`config.mk`:
```
export PLATFORM = sky130hd
export DESIGN_NAME = mips_trace_buffer
export DESIGN_NICKNAME = d
export VERILOG_FILES = /design/src/rtl/mips_trace_buffer.sv
export SDC_FILE = /design/constraint.sdc
export NUM_CORES = 1
export LEC_CHECK = 0
export CORE_MARGIN = 3
export CORE_UTILIZATION = 29
export DETAILED_ROUTE_END_ITERATION = 10
export DONT_BUFFER_PORTS = 1
export REMOVE_ABC_BUFFERS = 1
export SYNTH_ARGS = -nofsm -noshare
export SYNTH_HDL_FRONTEND = slang
export SYNTH_SLANG_ARGS = --single-unit
```
`constraint.sdc`:
```
create_clock -name clk -period 13 [get_ports clk]
set_input_delay 2.6 -clock clk [delete_from_list [all_inputs] [get_ports clk]]
set_output_delay 2.6 -clock clk [all_outputs]
set_load 0.1 [all_outputs]
```
`src/rtl/mips_trace_buffer.sv`:
```
// Commit-trace capture buffer: circular store of retired-instruction records with
// masked-PC trigger, post-trigger capture and an oldest-first valid/ready readout.
module mips_trace_buffer #(
  parameter int DEPTH     = 16,
  parameter int DATA_W    = 32,
  parameter int POST_TRIG = 8,
  parameter int WRAP      = 1
) (
  input  logic                     clk,
  input  logic                     reset,
  input  logic                     arm,
  input  logic [DATA_W-1:0]        trig_pc,
  input  logic [DATA_W-1:0]        trig_mask,
  input  logic                     commit_valid,
  input  logic [DATA_W-1:0]        pc,
  input  logic [DATA_W-1:0]        instruction,
  input  logic                     reg_write_en,
  input  logic [4:0]               write_to_register,
  input  logic [DATA_W-1:0]        data_result,
  input  logic                     mem_write_en,
  output logic                     rd_valid,
  input  logic                     rd_ready,
  output logic [DATA_W-1:0]        rd_pc,
  output logic [DATA_W-1:0]        rd_instruction,
  output logic [DATA_W-1:0]        rd_data,
  output logic [4:0]               rd_reg,
  output logic [1:0]               rd_flags,
  output logic [1:0]               state,
  output logic [$clog2(DEPTH):0]   count,
  output logic                     triggered,
  output logic                     overflow
);
  localparam int AW = $clog2(DEPTH);
  localparam logic [AW-1:0] PT   = AW'(POST_TRIG);
  localparam logic [AW:0]   FULL = (AW+1)'(DEPTH);

  typedef enum logic [1:0] {IDLE = 2'd0, ARMED = 2'd1, POST = 2'd2, DONE = 2'd3} state_e;

  state_e          state_q, state_d;
  logic [AW-1:0]   wr_ptr_q, wr_ptr_d, rd_ptr_q, rd_ptr_d, post_q, post_d;
  logic [AW:0]     count_q, count_d;
  logic            trig_q, trig_d, ovf_q, ovf_d;
  logic            we, hit, full;

  logic [DATA_W-1:0] mem_pc   [DEPTH];
  logic [DATA_W-1:0] mem_ins  [DEPTH];
  logic [DATA_W-1:0] mem_data [DEPTH];
  logic [4:0]        mem_reg  [DEPTH];
  logic [1:0]        mem_flg  [DEPTH];

  assign hit  = commit_valid && (((pc ^ trig_pc) & trig_mask) == '0);
  assign full = (count_q == FULL);

  always_comb begin
    state_d  = state_q;
    wr_ptr_d = wr_ptr_q;
    rd_ptr_d = rd_ptr_q;
    post_d   = post_q;
    count_d  = count_q;
    trig_d   = trig_q;
    ovf_d    = ovf_q;
    we       = 1'b0;
    case (state_q)
      IDLE, DONE: begin
        if (arm) begin
          state_d  = ARMED;
          wr_ptr_d = '0;
          rd_ptr_d = '0;
          post_d   = '0;
          count_d  = '0;
          trig_d   = 1'b0;
          ovf_d    = 1'b0;
        end else if (state_q == DONE && rd_valid && rd_ready) begin
          rd_ptr_d = rd_ptr_q + AW'(1);
          count_d  = count_q - (AW+1)'(1);
        end
      end
      default: begin // ARMED / POST: capture
        if (commit_valid) begin
          if (!full) begin
            we       = 1'b1;
            wr_ptr_d = wr_ptr_q + AW'(1);
            count_d  = count_q + (AW+1)'(1);
          end else begin
            ovf_d = 1'b1;
            if (WRAP != 0) begin
              we       = 1'b1;
              wr_ptr_d = wr_ptr_q + AW'(1);
              rd_ptr_d = rd_ptr_q + AW'(1);
            end
          end
          if (state_q == ARMED && hit) begin
            trig_d  = 1'b1;
            post_d  = PT;
            state_d = (POST_TRIG == 0) ? DONE : POST;
          end else if (state_q == POST) begin
            post_d = post_q - AW'(1);
            if (post_q == AW'(1)) state_d = DONE;
          end
        end
      end
    endcase
  end

  always_ff @(posedge clk) begin
    if (reset) begin
      state_q  <= IDLE;
      wr_ptr_q <= '0;
      rd_ptr_q <= '0;
      post_q   <= '0;
      count_q  <= '0;
      trig_q   <= 1'b0;
      ovf_q    <= 1'b0;
    end else begin
      state_q  <= state_d;
      wr_ptr_q <= wr_ptr_d;
      rd_ptr_q <= rd_ptr_d;
      post_q   <= post_d;
      count_q  <= count_d;
      trig_q   <= trig_d;
      ovf_q    <= ovf_d;
    end
  end

  // Storage is deliberately left unreset; count/pointers define what is live.
  always_ff @(posedge clk) begin
    if (we) begin
      mem_pc[wr_ptr_q]   <= pc;
      mem_ins[wr_ptr_q]  <= instruction;
      mem_data[wr_ptr_q] <= data_result;
      mem_reg[wr_ptr_q]  <= write_to_register;
      mem_flg[wr_ptr_q]  <= {mem_write_en, reg_write_en};
    end
  end

  assign rd_valid       = (state_q == DONE) && (count_q != '0);
  assign rd_pc          = rd_valid ? mem_pc[rd_ptr_q]   : '0;
  assign rd_instruction = rd_valid ? mem_ins[rd_ptr_q]  : '0;
  assign rd_data        = rd_valid ? mem_data[rd_ptr_q] : '0;
  assign rd_reg         = rd_valid ? mem_reg[rd_ptr_q]  : '0;
  assign rd_flags       = rd_valid ? mem_flg[rd_ptr_q]  : '0;
  assign state          = state_q;
  assign count          = count_q;
  assign triggered      = trig_q;
  assign overflow       = ovf_q;
endmodule

```
; Yosys cells after proc, flatten, opt, wreduce, memory -nomap -nowiden
; Memories as Yosys holds them, arrays and structs flattened. A register that Yosys moved wholly into a read port is not among the register bits.
; Cells that the tools add are included.
[op_classes]
mux = 49
n_addsub = 5
n_shift = 0
n_reduce_logical = 21
n_mul = 0
div = 0
bitwise_logic = 2
magnitude_cmp = 0
n_eq_ne = 8
[ops]
columns = cell, count
row1 = two-way mux 32 bit, 3
row2 = two-way mux 4 bit, 22
row3 = AND 32 bit, 1
row4 = logical NOT 32 bit, 1
row5 = XOR 32 bit, 1
row6 = two-way mux 5 bit, 6
row7 = AND reduction 3 bit, 5
row8 = two-way mux 2 bit, 7
row9 = two-way mux 1 bit, 11
row10 = "adder 4 x 1 -> 4 bit, second input constant", 2
row11 = nonzero test 2 bit, 3
row12 = nonzero test 3 bit, 2
row13 = "adder 5 x 1 -> 5 bit, second input constant", 1
row14 = "== test 5 bit, second input constant", 1
row15 = logical AND 1 bit, 5
row16 = nonzero test 5 bit, 1
row17 = "subtractor 5 x 1 -> 5 bit, second input constant", 1
row18 = "== test 2 bit, second input constant", 2
row19 = "== test 4 x 1 -> 1 bit, second input constant", 1
row20 = AND reduction 4 bit, 1
row21 = "subtractor 4 x 1 -> 4 bit, second input constant", 1
row22 = "inequality test 3 bit, second input constant", 1
row23 = "== test 2 x 1 -> 1 bit, second input constant", 1
row24 = logical NOT 2 bit, 1
row25 = other kinds (4), 4
[word_totals]
mem_bits_ro = 0
inputBits = 172
reg_bits = 21
output_inout_bits = 113
mem_bits_rw = 1648
mem_count = 5
latchBits = 0
[memory_table]
columns = memory, depth, word_bits, read_ports, rd_ports_with_merged_regs, wr, line
row1 = mem_data, 16, 32, 1, 1, 1, 47  ; logic [DATA_W-1:0] mem_data [DEPTH];
row2 = mem_ins, 16, 32, 1, 1, 1, 46  ; logic [DATA_W-1:0] mem_ins [DEPTH];
row3 = mem_pc, 16, 32, 1, 1, 1, 45  ; logic [DATA_W-1:0] mem_pc [DEPTH];
row4 = mem_reg, 16, 5, 1, 1, 1, 48  ; logic [4:0] mem_reg [DEPTH];
row5 = mem_flg, 16, 2, 1, 1, 1, 49  ; logic [1:0] mem_flg [DEPTH];

; Logic depth before layout (Yosys ltp)
[logic_depth]
word_depth = 9
depth_mapped = 10

; Least setup slack after synthesis
; Ideal clock, no wire load.
[synth_path]
path_kind = in2reg
startpoint = input port commit_valid
endpoint = memory mem_data[3][0], enable pin
n_path_buf = 1
slack_ps = 2247
arrival_ps = 10063
setup_time_ps = 691
cell_stages = 4
cell_sequence = nor2b_1 > clkbuf_1 > nand2_1 > nor3_1
[synth_via]
elab_chain_cells = 4
[synth_rtl]
columns = item, line
row1 = from (decl), 14  ; input logic commit_valid,
row2 = two-way mux 1 bit, 79  ; if (commit_valid) begin
row3 = two-way mux 1 bit, 63  ; case (state_q)
row4 = two-way mux 1 bit, 127  ; if (we) begin
row5 = two-way mux 1 bit (implied by the code), 130  ; mem_data[wr_ptr_q] <= data_result;
row6 = to (decl), 47
; Every way passes these cells.

==> run_results.csv <==
group,metric,value,unit
status,run_status,"complete, no violations",
yosys,ys_seq_area_frac,0.7762,
drt,dr.pass1.iters,5,
power,power_leakage,21.69,nW
yosys,post_synth_mux_area_share,0.1803,
yosys,synth_top_family_by_area,"multiplexers",
critical_path,worst_r2r_path_depth,7,
layout,final_cell_mix,"edfxtp_1, mux4_2, clkbuf_16",
global_routing,antenna_found_initial,10,
sta,fin_crit_sh,0.5838,
yosys,ys_ff_latch,1673,
yosys,yosys.area_share.simple,0.01605,
power,power_density,180.9,nW/um^2
layout,final_area,74060,sq um
layout,final_nets,2947,
drt,vias,28380,
yosys,ys_types,43,
yosys,synth_area,64400,sq um
yosys,syn_avg_cell_area,24.50,sq um
critical_path,r2r-end,"mem_data[0][21]$_DFFE_PP_",
sta,tightest_slew,1.243,ns
layout,drive_above_1_share,0.3373,
layout,reg.largest.list,"mem_data x512, mem_ins x512, mem_pc x512",
clock_network,cts_setup_buffers,0,
floorplanning,dieHeight,477.2,um
drt,post_drt_wl_per_cell,26.86,um
worst_hold_path,min_from,"post_q[1]$_SDFFE_PP0P_",
worst_hold_path,min_delay_path_depth,2,
yosys,ys_top_cells_by_area,"edfxtp_1, mux4_2, nor2b_1, dfxtp_1, buf_6",
floorplanning,rows,172,
clock_network,clock-root-buffer,"clkbuf_16",
layout,layout_commonest_cell,"edfxtp_1",
yosys,synth_compound_area_frac,0.006179,
clock_network,cts_buffer_depth,3,
clock_network,cts_tree,"done",
sta,maxSlewViolCount,0,
clock_network,clk_pin_slew,0.06,ns
critical_path,r2r_setup_slack,7.56,ns
clock_network,post_cts_resized,0,
floorplanning,start_util,0.2925,
critical_path,critical_path_class,"register to output port",
worst_hold_path,hold_path_end,"post_q[1]$_SDFFE_PP0P_",
critical_path,required,10.40,ns
drt,drt_iter0_markers,2911,
sta,rsz0062_at_grt,"false",
sta,period_needed,7.590,ns
place,dp_hpwl,82090,um
clock_network,clkLatencyLatePin,0.81,ns
floorplanning,die_w,477.2,um
yosys,synth_top_area_cell,"edfxtp_1",
sta,finalHoldViolCount,0,
layout,multiInputGateArea,13910,sq um
critical_path,worstPathArrival,4.99,ns
yosys,ys.flop_type,"edfxtp_1",
worst_hold_path,hp-class,"register to register",
global_routing,grt_max_degree,136,
clock_network,cts_max_level,4,
sta,setup_ws,5.410,ns
critical_path,cp_max_fo,58,
layout,ff_latch_area,50000,sq um
sta,finalSetupViolations,0,
clock_network,cts_hold_repair.buffers,0,
place,gp_congestion,0.6906,
sta,relSlewSlack,0.1676,
floorplanning,io_pins,285,
critical_path,end_kind,"output port",
global_routing,grt_usage,0.1376,
yosys,synthCells,2628,
power,peakVddDrop,0.0001594,V
yosys,synth-xor-area-share,0.005168,
yosys,ys_async_sr_fraction,0,
place,dp_slack,6.099,ns
sta,timing.setup.tns,0,ns
layout,syn2layout_area_growth,15.00,%
drt,wl,157700,um
yosys,yosys.area_share.adder,0.002526,
sta,finClkSkew,0.02669,ns
global_routing,grt_pass1_vias,30370,
drt,ant_nets,0,
yosys,ys_warn_count,0,
drt,vias_per_cell,4.833,
drt,drcViolationCount,0,
yosys,synth.top_cell.area_share,0.7685,
clock_network,cts_num_sinks,1673,
floorplanning,core_area,220200,sq um
job,cap_violations,0,
layout,fillers,20350,
critical_path,r2r_start,"state[0]$_SDFFE_PP0P_",
floorplanning,dieArea,227700,sq um
yosys,synth_edf_count,1648,
critical_path,start_kind,"register",
sta,fmax,131.8,MHz
global_routing,grt_pass1_wl,225300,um
place,numPortBuffers,0,
clock_network,cts_made_buffers,178,
place,place_area,68380,sq um
global_routing,overflow,0,
[synthesized netlist by cell type (8+ instances only)]
master,number
a21oi_1,13
nor2_1,30
inv_1,10
buf_6,42
xor2_1,38
nor3_1,8
a22oi_1,15
buf_2,14
edfxtp_1,1648
dfxtp_1,25
nand2_1,21
buf_1,17
clkbuf_1,60
mux4_2,515
ha_1,13
nor2b_1,104
[critical path, cell delays in order, from the launching register on]
cell     delay, ns
dfxtp_4       0.86
buf_4         0.80
buf_4         0.82
mux4_2        0.37
mux4_2        0.27
nor2b_2       0.86
[how the worst max path moves through the flow]
stage / cells past startpoint / startpoint / to
final: 5 / register / rd_data[25]
after global routing: 6 / register / rd_pc[7]
after CTS: 6 / register / rd_pc[7]
after detailed placement: 6 / register / rd_pc[7]
after global placement: 6 / register / rd_data[14]
after floorplan: 3 / register / rd_data[0]
[cell type report]
class                           instances  share of cell area
Timing Repair Buffer                   87            0.009833
Multi-Input combinational cell        811              0.1878
Clock buffer                          223             0.06383
Tap cell                             2958             0.04998
Inverter                               11           0.0005575
Antenna cell                            2          0.00006758
Clock inverter                        106             0.01269
Sequential cell                      1673              0.6752
[metal layers]
| layer | track usage | vias up | wire [um] |
|---|---|---|---|
| met5 | 0 | - | 0 |
| met4 | 0.03658 | 0 | 3107 |
| met3 | 0.03423 | 194 | 10730 |
| met2 | 0.2166 | 939 | 74710 |
| met1 | 0.1906 | 15660 | 69160 |
| li1 | - | 11590 | - |
[report_power, final]
group          switching, mW  internal [mW]
clock                   2.12           2.76
sequential             0.125           6.09
combinational           1.16           1.14
[cells by family after synthesis]
logic type	count (synthesis)
AND/OR/NAND/NOR	187
multiplexers	516
flip-flops	1673
AO/OA/AOI/OAI	57
XOR/XNOR	38
buffers and inverters	144
adder cells (fa/ha/maj)	13
[metrics by stage]
stage / hold slack [ns] / total power, mW / cells / util
3_5_place_dp: 0.4940 / 8.712 / 5540 / 0.3106
3_3_place_gp: 0.4743 / 8.696 / 5540 / 0.3106
2_1_floorplan: 0.4567 / 9.210 / 2495 / -
5_1_grt: 0.5289 / 13.96 / 5870 / 0.3364
4_1_cts: 0.5023 / 13.63 / 5869 / 0.3364
6_report: 0.4964 / 13.40 / 5871 / 0.3364
Note: power is estimated with default switching activity, not from simulation.
